`src/rtl/dual_issue_scheduler.sv`:
```
// dual_issue_scheduler
//   Decides each cycle how many of the two head instructions of the issue
//   buffer are sent to dispatch (0, 1 or 2). A per-register scoreboard of
//   2-bit latency counters blocks RAW/WAW hazards against in-flight results.
//   Intra-pair hazards, the single memory port, the single branch unit and
//   barrier draining are also enforced here.
//
// Ports
//   clk, rst                 clock, synchronous active-high reset
//   i_is_valid[1:0]          bit1 = slot a (older) valid, bit0 = slot b valid
//   a_* / b_*                register addresses, source-use flags, rd write
//                            enable and class flags (load, mem, branch, barrier)
//   stall_DCache             DCache miss: no issue, scoreboard frozen
//   flush_BR                 mispredict flush: no issue, FSM back to RUN
//   o_usingNUM               instructions consumed this cycle
//   o_issue_a, o_issue_b     per-slot issue strobes (combinational)
//   o_busy_vec               bit r set while register r has a pending result
//   o_state                  0 = RUN, 1 = DRAIN
//   o_stall_cnt              saturating count of cycles slot a sat unissued
module dual_issue_scheduler #(
  parameter int ALU_LAT  = 1,
  parameter int LOAD_LAT = 2,
  parameter int CNT_W    = 32
) (
  input  logic             clk,
  input  logic             rst,
  input  logic [1:0]       i_is_valid,
  input  logic [4:0]       a_rs1,
  input  logic [4:0]       a_rs2,
  input  logic [4:0]       a_rd,
  input  logic             a_rs1_use,
  input  logic             a_rs2_use,
  input  logic             a_we,
  input  logic             a_is_load,
  input  logic             a_is_mem,
  input  logic             a_is_br,
  input  logic             a_is_bar,
  input  logic [4:0]       b_rs1,
  input  logic [4:0]       b_rs2,
  input  logic [4:0]       b_rd,
  input  logic             b_rs1_use,
  input  logic             b_rs2_use,
  input  logic             b_we,
  input  logic             b_is_load,
  input  logic             b_is_mem,
  input  logic             b_is_br,
  input  logic             b_is_bar,
  input  logic             stall_DCache,
  input  logic             flush_BR,
  output logic [1:0]       o_usingNUM,
  output logic             o_issue_a,
  output logic             o_issue_b,
  output logic [31:0]      o_busy_vec,
  output logic             o_state,
  output logic [CNT_W-1:0] o_stall_cnt
);

  typedef enum logic {RUN = 1'b0, DRAIN = 1'b1} state_t;

  // A counter loaded with LAT-1 at the issue edge reaches zero exactly LAT
  // cycles after issue, which is when a dependent may go.
  localparam logic [1:0] LD_INIT  = 2'(LOAD_LAT - 1);
  localparam logic [1:0] ALU_INIT = 2'(ALU_LAT - 1);

  state_t           state_q, state_d;
  logic [1:0]       cnt_q [1:31];
  logic [CNT_W-1:0] stall_cnt_q;

  logic       any_busy;
  logic       a_wr, b_wr;
  logic       a_src_ok, b_src_ok;
  logic       a_bar_ok;
  logic       b_raw, b_waw, b_pair_ok;
  logic       issue_a, issue_b;
  logic [1:0] init_a, init_b;

  // r0 has no counter, so its busy bit is constant 0 and it always reads ready.
  always_comb begin
    o_busy_vec = '0;
    for (int r = 1; r < 32; r++) o_busy_vec[r] = |cnt_q[r];
  end

  assign any_busy = |o_busy_vec;
  assign a_wr     = a_we && (a_rd != 5'd0);
  assign b_wr     = b_we && (b_rd != 5'd0);

  assign a_src_ok = !(a_rs1_use && o_busy_vec[a_rs1]) &&
                    !(a_rs2_use && o_busy_vec[a_rs2]) &&
                    !(a_we      && o_busy_vec[a_rd]);
  assign b_src_ok = !(b_rs1_use && o_busy_vec[b_rs1]) &&
                    !(b_rs2_use && o_busy_vec[b_rs2]) &&
                    !(b_we      && o_busy_vec[b_rd]);

  // A barrier (or anything sitting in DRAIN) waits for an empty scoreboard.
  assign a_bar_ok = (state_q == DRAIN || a_is_bar) ? !any_busy : 1'b1;

  assign b_raw = a_wr && ((b_rs1_use && (b_rs1 == a_rd)) ||
                          (b_rs2_use && (b_rs2 == a_rd)));
  assign b_waw = a_wr && b_we && (b_rd == a_rd);
  assign b_pair_ok = !b_raw && !b_waw &&
                     !(a_is_mem && b_is_mem) && !(a_is_br && b_is_br) &&
                     !a_is_bar && !b_is_bar;

  assign issue_a = !rst && i_is_valid[1] && !stall_DCache && !flush_BR &&
                   a_src_ok && a_bar_ok;
  assign issue_b = issue_a && i_is_valid[0] && b_src_ok && b_pair_ok;

  assign o_issue_a   = issue_a;
  assign o_issue_b   = issue_b;
  assign o_usingNUM  = issue_b ? 2'd2 : (issue_a ? 2'd1 : 2'd0);
  assign o_state     = (state_q == DRAIN);
  assign o_stall_cnt = stall_cnt_q;

  assign init_a = a_is_load ? LD_INIT : ALU_INIT;
  assign init_b = b_is_load ? LD_INIT : ALU_INIT;

  always_comb begin
    state_d = state_q;
    if (flush_BR) begin
      state_d = RUN;
    end else if (state_q == RUN) begin
      if (i_is_valid[1] && a_is_bar && (any_busy || stall_DCache)) state_d = DRAIN;
    end else begin
      if (!i_is_valid[1] || issue_a) state_d = RUN;
    end
  end

  always_ff @(posedge clk) begin
    if (rst) begin
      state_q <= RUN;
    end else begin
      state_q <= state_d;
    end
  end

  // Scoreboard: freeze on DCache stall, otherwise load issued writers and
  // count everything else down. A load on the same edge beats the decrement.
  always_ff @(posedge clk) begin
    for (int r = 1; r < 32; r++) begin
      if (rst) begin
        cnt_q[r] <= 2'd0;
      end else if (!stall_DCache) begin
        if (issue_a && a_wr && (a_rd == 5'(r))) begin
          cnt_q[r] <= init_a;
        end else if (issue_b && b_wr && (b_rd == 5'(r))) begin
          cnt_q[r] <= init_b;
        end else if (cnt_q[r] != 2'd0) begin
          cnt_q[r] <= cnt_q[r] - 2'd1;
        end
      end
    end
  end

  always_ff @(posedge clk) begin
    if (rst) begin
      stall_cnt_q <= '0;
    end else if (i_is_valid[1] && !flush_BR && !issue_a && (stall_cnt_q != '1)) begin
      stall_cnt_q <= stall_cnt_q + 1'b1;
    end
  end

endmodule

```
`config.mk`:
```
export PLATFORM = sky130hd
export DESIGN_NAME = dual_issue_scheduler
export DESIGN_NICKNAME = d
export VERILOG_FILES = /design/src/rtl/dual_issue_scheduler.sv
export SDC_FILE = /design/constraint.sdc
export NUM_CORES = 1
export LEC_CHECK = 0
export ABC_AREA = 1
export CAP_MARGIN = 20
export CORE_ASPECT_RATIO = 0.75
export CORE_MARGIN = 2
export CORE_UTILIZATION = 30
export DETAILED_ROUTE_END_ITERATION = 12
export PLACE_DENSITY = 0.5
export RECOVER_POWER = 50
export SYNTH_ARGS = -nofsm -noshare
export SYNTH_HDL_FRONTEND = slang
export SYNTH_SLANG_ARGS = --single-unit
```
`constraint.sdc`:
```
create_clock -name clk -period 3.5 [get_ports clk]
set_input_delay 0.7 -clock clk [delete_from_list [all_inputs] [get_ports clk]]
set_output_delay 0.7 -clock clk [all_outputs]
set_load 0.05 [all_outputs]
```
# Yosys cells after proc, flatten, opt, wreduce, memory -nomap -nowiden
# Memory sizes are Yosys's and may differ from the RTL's.
# Cells that the tools add are included.
# word_totals
reg_bits	33
latch_bits	0
ramBits	62
romBits	0
in_bits	50
output_inout_bits	69
wordCells	969
memories	1
# memory_table
memory	depth	width	read_ports	rd_ports_with_merged_regs	write_ports	line_no	text
cnt_q	31	2	31	0	31	66	logic [1:0] cnt_q [1:31];
# classes
add_sub_neg	32
multipliers	0
div_mod_pow	0
order_cmp	6
eq_ne	66
n_shift	0
muxes	580
bitwise_logic	93
reduce_logical	189
# op_table
cell	n
1-bit 2-to-1 mux	480
2-bit 2-to-1 mux	94
5-bit == test (second input constant)	32
1-bit logical AND	101
1-bit OR	93
5-bit by 4-bit == test with 1-bit output (second input constant)	16
2-bit OR reduction	32
2-bit nonzero test	31
62-bit OR reduction	1
2-bit by 1-bit subtractor with 2-bit output (second input constant)	31
5-bit by 3-bit == test with 1-bit output (second input constant)	8
5-bit by 6-bit < comparator with 1-bit output (second input constant)	6
32-bit by 1-bit adder with 32-bit output (second input constant)	1
32-bit inequality test (second input constant)	1
1-bit binary-select mux with 5-bit select	6
5-bit by 2-bit == test with 1-bit output (second input constant)	4
1-bit zero test	18
5-bit == test	3
5-bit by 1-bit == test with 1-bit output (second input constant)	2
5-bit nonzero test	2
1-bit logical OR	4

# Longest topological paths before layout
# Gate-level depths: netlist (run 1).
# An unclocked memory read counts as a cell.
# logic_depth
word_depth	22
ltp_mapped	21
mapped_depth_nobuf	19

# Least setup slack after synthesis (run 1)
# No wires, ideal clock.
# synth_timing
path_kind	reg-to-output
startpoint	register, netlist name cnt_q[0][60]
endpoint	output port o_usingNUM[1]
arrival_ns	2.692
required_ns	2.800
slack_ns	0.108
stages_incl_launch_ff	14
path_buffers	2
path_cell_list	edfxtp_1 -> inv_1 -> ha_1 -> inv_1 -> nor3_2 -> nand2_1 -> nor3_2 -> nand2_1 -> a21oi_2 -> nand3_1 -> nor2_2 -> buf_6 -> and2_1 -> buf_4
# synth_lines
item	line_no	text
end: declaration	50	output logic [1:0] o_usingNUM,

# Worst setup path after layout (run 1)
# layout_timing
startpoint	input port b_rd[2]
endpoint	output port o_usingNUM[1]
# layout_between
elab_chain_cells	10
word_cells_on_any_way	16
cone_classes	eq/ne (1); mux (3); reduce/logical (12)
# layout_rtl
item	line_no	text
start: declaration	40	input logic [4:0] b_rd,
parallel branches: the longest is 8 deep, another holds 1-bit binary-select mux with 5-bit select	--	
1-bit logical AND *	106	assign issue_b = issue_a && i_is_valid[0] && b_src_ok && b_pair_ok;
2-bit 2-to-1 mux *	110	assign o_usingNUM = issue_b ? 2'd2 : (issue_a ? 2'd1 : 2'd0);
# Every way passes the cells marked *. The select of a mux whose other input is x is not followed.

==> key figures, run 1 <==
Status
  • Status: complete, but fails checks
  • Failing checks: max-capacitance violations, max-slew violations

Timing
  • Worst slew margin: -31.8%
  • Fin crit share: 97.3%
  • Slew Limit Fails: 32
  • Measured slew at the worst slew-check pin: 1.98 ns
  • Maximum clock frequency: 0.294 GHz
  • Final Critical Period: 3.40 ns
  • Final number of hold-violating endpoints: 0
  • Clk_skew: 0.0141 ns
  • Final setup fails: 0

Placement
  • Cell area after placement: 11700 sq um
  • Placed insts: 2069
  • Gp weighted congestion: 0.960
  • Hpwl dp: 29800 um
  • Port Buffers: 117

Power
  • Net Switching: 1.37 mW
  • Power share of the combinational group: 36.5%
  • Power Internal: 2.19 mW
  • Seq pwr share: 35.8%
  • Static Leak: 5.57 nW
  • Clk pwr share: 27.7%
  • Power Dens Cells: 291 nW/um^2
  • Peak VDD IR: 0.000252 V
  • Sw Share: 38.4%

Synthesis
  • Top post-synthesis cells by count: nand2_1, inv_1, nor2_1, nand3_1, nand4_1
  • Yosys top cell area share: 19.9%
  • Fraction of the mapped netlist area in compound gates: 7.82%
  • Largest family of logic cells by synthesized area: simple AND/OR/NAND/NOR gates
  • Mapped Cells: 1499
  • Top FF cell, synth: edfxtp_1
  • Synthesized flop and latch total: 95
  • Count of cell types in the netlist: 42
  • Synth warn: 0
  • Cell Area, Synth: 9380 sq um
  • Cell with the most instances after synthesis: nand2_1
  • Area share of and/or/nand/nor cells after synthesis: 45.4%
  • Async set-reset flop share out of synthesis: 0%
  • EDFF count, synth: 62
  • Top cell type by total area after synthesis: edfxtp_1
  • Adder-cell area share of the yosys netlist: 4.27%
  • Mean Syn Cell Area: 6.26 sq um
  • Multiplexer share of the synthesized area: 0%
  • Syn Nets: 1581
  • Top post-synthesis cells by area: edfxtp_1, nand2_1, inv_1, dfxtp_1, nor2_1
  • Post-synthesis xor/xnor area fraction: 2.52%
  • Post-synthesis sequential area ratio: 26.9%

Drt
  • DRT iter0 DRCs: 1081
  • WL per Instance: 18.8 um
  • DR vias/cell: 5.14
  • DRT Pass-1 Iters: 6
  • DRC violations left: 0
  • Detail Route Antenna Nets: 0
  • Via count: 10.8k
  • Routed wire length: 39300 um

Final layout
  • Layout cells sized above 1: 14.4%
  • Fin cells: 2092
  • Final instance area: 12200 sq um
  • Syn-to-layout area delta: 30.4%
  • Layout Nets: 1763
  • Diodes inserted: 0

Global routing
  • First-pass GRT wire length: 60000 um
  • Initial antenna violation count: 0
  • Vias in the first global route: 9845
  • Largest net degree at the start of global routing: 54
  • GRT Residual Overflow: 0
  • Global Route Usage Sum: 24.0%

Worst setup path
  • Critical Path Fanout Max: 4
  • Worst path required time: 2.80 ns
  • Crit path DAT: 2.70 ns
  • Crit Path Class: in -> out
  • Critical Path Source Type: input port
  • Crit end category: output pin

Clocking
  • Clk root buf: clkbuf_16
  • Max clock buf depth: 2
  • Clock-pin transition on the worst setup and hold timing paths: 0.08 ns
  • Clk sink count: 95
  • CTS tree: yes
  • CTS buffer count: 9
  • H-tree depth: 3
  • Clk_lat worst skew: 0.37 ns
  • Hold Buf Count CTS: 0

Min path
  • HP Class: reg -> reg

Die
  • Core footprint: 31000 sq um
  • Row cnt: 56
  • Die Wd: 208 um
  • Die Ht: 157 um
  • Overall die area: 32700 sq um
  • Initial Utilization: 30.2%
  • I/O pin count: 119

Job
  • Max-Cap Viols: 1
placed cells by master, fill, tap and decap left out, types with 16 or more instances in the layout:
cell type	synthesis	routed
inv_2	11	17
nand3_1	106	105
dfxtp_1	33	33
nand4_2	26	26
nor2_1	144	138
buf_4	11	114
dlygate4sd3_1	0	64
nor3_1	72	71
o21ai_0	37	36
buf_12	1	16
inv_1	189	181
edfxtp_1	62	62
o21ai_1	32	32
a21oi_1	44	44
ha_1	32	19
nand2_1	476	473
nand4_1	80	80
xor2_1	20	20
clkdlybuf4s50_1	0	43
flip-flops by register name (all words and copies together), names as in the netlist:
| name | cells |
|---|---|
| o_state | 1 |
| cnt_q | 62 |
| o_stall_cnt | 32 |
routing by layer:
metal / up-vias / share of wire [%] / GRT usage [%]
met5: - / 0 / 0
met4: 0 / 1.6 / 5.76
met3: 40 / 8.9 / 5.21
met2: 427 / 41 / 33.9
met1: 4995 / 49 / 36.5
li1: 5293 / - / -
power groups by stage:
stage | combinational, mW | sequential (mW) | clock [mW]
3_3_place_gp | 1.26 | 1.30 | 0
5_1_grt | 1.40 | 1.28 | 1.06
2_1_floorplan | 0.701 | 1.30 | 0
6_report | 1.30 | 1.28 | 0.986
4_1_cts | 1.27 | 1.28 | 1.03
3_5_place_dp | 1.26 | 1.30 | 0
final timing paths:
kind,from,to,slack (ns),cells after the start
setup reg to reg,cnt_q[0][4],cnt_q[0][62],0.31,17
setup / recovery,b_rd[2],o_usingNUM[1],0.1,14
hold / removal,o_stall_cnt[31],o_stall_cnt[31],0.50,2
hold reg to reg,o_stall_cnt[31],o_stall_cnt[31],0.50,2
worst max-delay path: stages:
cell and delay, ns:
clkdlybuf4s50_1 0.52, nor2_1 0.27, inv_1 0.08, nor2_2 0.13, nor2_1 0.05, nand2_1 0.11
nor2_1 0.05, nand2_1 0.07, o21ai_2 0.06, nand2_1 0.07, nand2_1 0.09, nor2_4 0.14
and2_4 0.21, buf_12 0.14
cells by family after synthesis:
| group | Yosys count |
|---|---|
| and+or+nand+nor | 931 |
| buffers and inverters | 280 |
| AOI/OAI and AO/OA | 133 |
| DFF | 95 |
| adders and majority gates | 32 |
| xor gates and xnor gates | 27 |
| other | 1 |
final cells by class:
class | instances | area [sq um]
inverters | 202 | 766
clock inverters | 5 | 41.3
flip-flops and latches | 95 | 2520
multi-input cells | 1124 | 5760
clock buffers | 11 | 234
fillers | 3373 | 18800
well taps | 406 | 508
repair buffers | 249 | 2390
timing repair:
item / 4_1_cts / 5_1_grt
gates resized for setup: 12 / 37
pin swaps: 1 / 3
setup endpoints to repair: 3 / 5
setup buffers: 1 / 4
gates cloned: 1 / 1
stage by stage:
| step | utilization, % | hold slack [ns] | setup TNS, ns | setup WS [ns] | power (mW) |
|---|---|---|---|---|---|
| final | 39.4 | 0.503 | 0 | 0.0958 | 3.56 |
| after global routing | 39.4 | 0.547 | -0.0285 | -0.0143 | 3.74 |
| after CTS | 38.9 | 0.512 | 0 | 0.00127 | 3.58 |
| after detailed placement | 37.8 | 0.497 | -2.48 | -0.140 | 2.56 |
| after global placement | 37.8 | 0.497 | -1.37 | -0.133 | 2.56 |
| after floorplan | - | 0.603 | 0 | 0.108 | 2.01 |
Power figures use the tool's default switching activity.
==> run 2, diff against run 1 <==
--- a/config.mk
+++ b/config.mk
@@ -10,6 +10,7 @@
 export CORE_ASPECT_RATIO = 0.75
 export CORE_MARGIN = 2
 export CORE_UTILIZATION = 30
+export CTS_BUF_LIST = sky130_fd_sc_hd__clkbuf_16
 export DETAILED_ROUTE_END_ITERATION = 12
 export PLACE_DENSITY = 0.5
 export RECOVER_POWER = 50
==> constraint.sdc (replaced) <==
create_clock -name clk -period 4.11 [get_ports clk]
set_input_delay 0.822 -clock clk [delete_from_list [all_inputs] [get_ports clk]]
set_output_delay 0.822 -clock clk [all_outputs]
set_load 0.05 [all_outputs]
==> run 2 against run 1 <==
The flow still finishes with violations (max-capacitance violations, max-slew violations). Combinational power fell by 22%. Utilization is 2.5 points lower. Hold slack improved by 0.0062 ns. Clock skew up 0.0031 ns. Register-to-register slack gained 0.36 ns. Critical endpoint unchanged. Global-route usage down 0.57 points. Power fell by 16%. Non-clock buffer count decreased by 69. Clock-buffer cell count shrank 1.
==> key figures, run 2 (same netlist as run 1, synthesis figures left out) <==
Status
  • Status: complete, but fails checks (unchanged)
  • Failing checks: max-capacitance violations, max-slew violations (unchanged)

Drt
  • DRT iter0 DRCs: 925 (was 1081)
  • WL per Instance: 19.0 um (was 18.8 um)
  • Routed wire length: 38400 um (was 39300 um)
  • Via count: 10.5k (was 10.8k)
  • Detail Route Antenna Nets: 0 (unchanged)
  • DRT Pass-1 Iters: 5 (was 6)
  • DR vias/cell: 5.17 (was 5.14)
  • DRC violations left: 0 (unchanged)

Placement
  • Port Buffers: 117 (unchanged)
  • Gp weighted congestion: 0.962 (was 0.960)
  • DP Worst Slack: 0.124 ns (was -0.140 ns)
  • Hpwl dp: 29100 um (was 29800 um)

Timing
  • Setup ws final: 0.198 ns (was 0.0958 ns)
  • Worst slew margin: -32.3% (was -31.8%)
  • Final setup fails: 0 (unchanged)
  • Slew Limit Fails: 32 (unchanged)
  • Final setup TNS: 0 ns (unchanged)
  • Final number of hold-violating endpoints: 0 (unchanged)
  • Final hold slack: 0.509 ns (was 0.503 ns)
  • RSZ-0062 raised after global routing: false
  • Final Critical Period: 3.91 ns
  • Measured slew at the worst slew-check pin: 1.98 ns (about the same)
  • Maximum clock frequency: 0.256 GHz
  • Clk_skew: 0.0172 ns (was 0.0141 ns)
  • Fin crit share: 95.2%

Worst setup path
  • Crit end category: output pin (unchanged)
  • Max stage delay on crit path: 0.45 ns (was 0.52 ns)
  • CP most frequent cell: nand2_1 (unchanged)
  • Reg-to-reg critical path endpoint: cnt_q[0][57] (was cnt_q[0][62])
  • Worst reg2reg path startpoint: cnt_q[0][56] (was cnt_q[0][4])
  • Slowest cell on the critical path: clkdlybuf4s50_1 (unchanged)
  • Crit path DAT: 3.09 ns (was 2.70 ns)
  • R2R cell count: 14 (was 17)
  • Worst setup path endpoint: o_usingNUM[1] (unchanged)
  • Worst setup path start: b_rd[0] (was b_rd[2])
  • Crit Path Class: in -> out (unchanged)
  • Crit-path cells: clkdlybuf4s50_1, buf_12, nor2_2, inv_1, nor2_1, nor2_1, nand2_1, nor2_1, nand2_1, o21ai_1, nand2_1, nand2_1, nor2_4, and2_2, buf_12 (was clkdlybuf4s50_1, nor2_1, inv_1, nor2_2, nor2_1, nand2_1, nor2_1, nand2_1, o21ai_2, nand2_1, nand2_1, nor2_4, and2_4, buf_12)
  • Critical Path Fanout Max: 29 (was 4)
  • Critical Path Source Type: input port (unchanged)
  • Worst path required time: 3.29 ns (was 2.80 ns)
  • R2r setup slk: 0.67 ns (was 0.31 ns)

Final layout
  • Reg area: 2520 sq um (unchanged)
  • Largest Register: cnt_q (unchanged)
  • Multi-input logic area: 5650 sq um (was 5760 sq um)
  • Layout Nets: 1694 (was 1763)
  • # fillers: 3389 (was 3373)
  • Diodes inserted: 0 (unchanged)
  • Commonest cells after routing, fill and taps aside: nand2_1, inv_1, nor2_1 (unchanged)
  • Largest register FFs: 62 (unchanged)
  • Layout cells sized above 1: 8.84% (was 14.4%)
  • Syn-to-layout area delta: 22.3% (was 30.4%)
  • Most common cell after layout, fill and taps aside: nand2_1 (unchanged)

Clocking
  • Clk root buf: clkbuf_16 (unchanged)
  • Clk_lat worst skew: 0.38 ns (was 0.37 ns)
  • Clock-pin transition on the worst setup and hold timing paths: 0.09 ns (was 0.08 ns)
  • Max clock buf depth: 2 (unchanged)
  • CTS tree: yes (unchanged)
  • Clk sink count: 95 (unchanged)
  • Post-CTS resize count: 0 (was 12)
  • Hold Buf Count CTS: 0 (unchanged)
  • Post-CTS Setup Repair Bufs: 0 (was 1)
  • CTS buffer count: 9 (unchanged)
  • H-tree depth: 3 (unchanged)

Global routing
  • First-pass GRT wire length: 58400 um (was 60000 um)
  • Initial antenna violation count: 0 (unchanged)
  • Global Route Usage Sum: 23.5% (was 24.0%)
  • Vias in the first global route: 9489 (was 9845)
  • Largest net degree at the start of global routing: 54 (unchanged)
  • GRT Residual Overflow: 0 (unchanged)

Die
  • Initial Utilization: 30.2% (unchanged)
  • I/O pin count: 119 (unchanged)
  • Overall die area: 32700 sq um (unchanged)
  • Row cnt: 56 (unchanged)
  • Die Ht: 157 um (unchanged)
  • Core footprint: 31000 sq um (unchanged)
  • Die Wd: 208 um (unchanged)

Min path
  • HP Class: reg -> reg (unchanged)

Power
  • Power Dens Cells: 262 nW/um^2 (was 291 nW/um^2)
  • Static Leak: 5.18 nW (was 5.57 nW)
  • Peak VDD IR: 0.000186 V (was 0.000252 V)

Job
  • Max-Cap Viols: 1 (unchanged)
-- run 2: routing by layer --
layer  GRT usage, %  up-vias  routed length [um]
li1               -     5148                   -
met1           34.8     4836               18600
met2           33.6      430               15600
met3           5.47       52                3520
met4           6.20        0                 747
met5              0        -                   0
-- run 2: metrics by stage --
stage	power [mW]	util [%]	instances	cell area, sq um
2_1_floorplan	1.71	-	1499	9380
3_3_place_gp	2.11	35.9	2007	11100
3_5_place_dp	2.11	35.9	2007	11100
4_1_cts	3.04	36.9	2023	11500
5_1_grt	3.15	36.9	2023	11500
6_report	3.01	36.9	2023	11500
-- run 2: area by class of cell --
cell class	instances	share of cell area (%)
clock inverters	6	0.568
inverters	202	6.61
clock buffers	10	2.18
flip-flops and latches	95	22.0
multi-input cells	1124	49.3
well taps	406	4.43
repair buffers	180	14.9
-- run 2: worst min path at each step --
| stage | startpoint | cells past startpoint | slack (ns) | to |
|---|---|---|---|---|
| floorplan | cnt_q[0][6] | 3 | 0.60 | cnt_q[0][6] |
| finish | o_stall_cnt[10] | 2 | 0.51 | o_stall_cnt[10] |
| global route | o_stall_cnt[31] | 2 | 0.53 | o_stall_cnt[31] |
| detailed placement | o_stall_cnt[31] | 2 | 0.50 | o_stall_cnt[31] |
| global placement | o_stall_cnt[30] | 2 | 0.50 | o_stall_cnt[30] |
| CTS | o_stall_cnt[31] | 2 | 0.51 | o_stall_cnt[31] |
-- run 2: power breakdown --
part,switching [mW],total [mW],internal (mW),leakage [nW]
Sequential,0.0136,1.09,1.07,0.916
Clock,0.442,0.910,0.469,0.156
Combinational,0.709,1.01,0.302,4.11
Total,1.16,3.01,1.84,5.18
-- run 2: critical path, delay by kind of cell --
family | cells | cell delay [ns]
simple gates | 10 | 1.21
compound gates | 1 | 0.07
buf+inv | 4 | 0.97
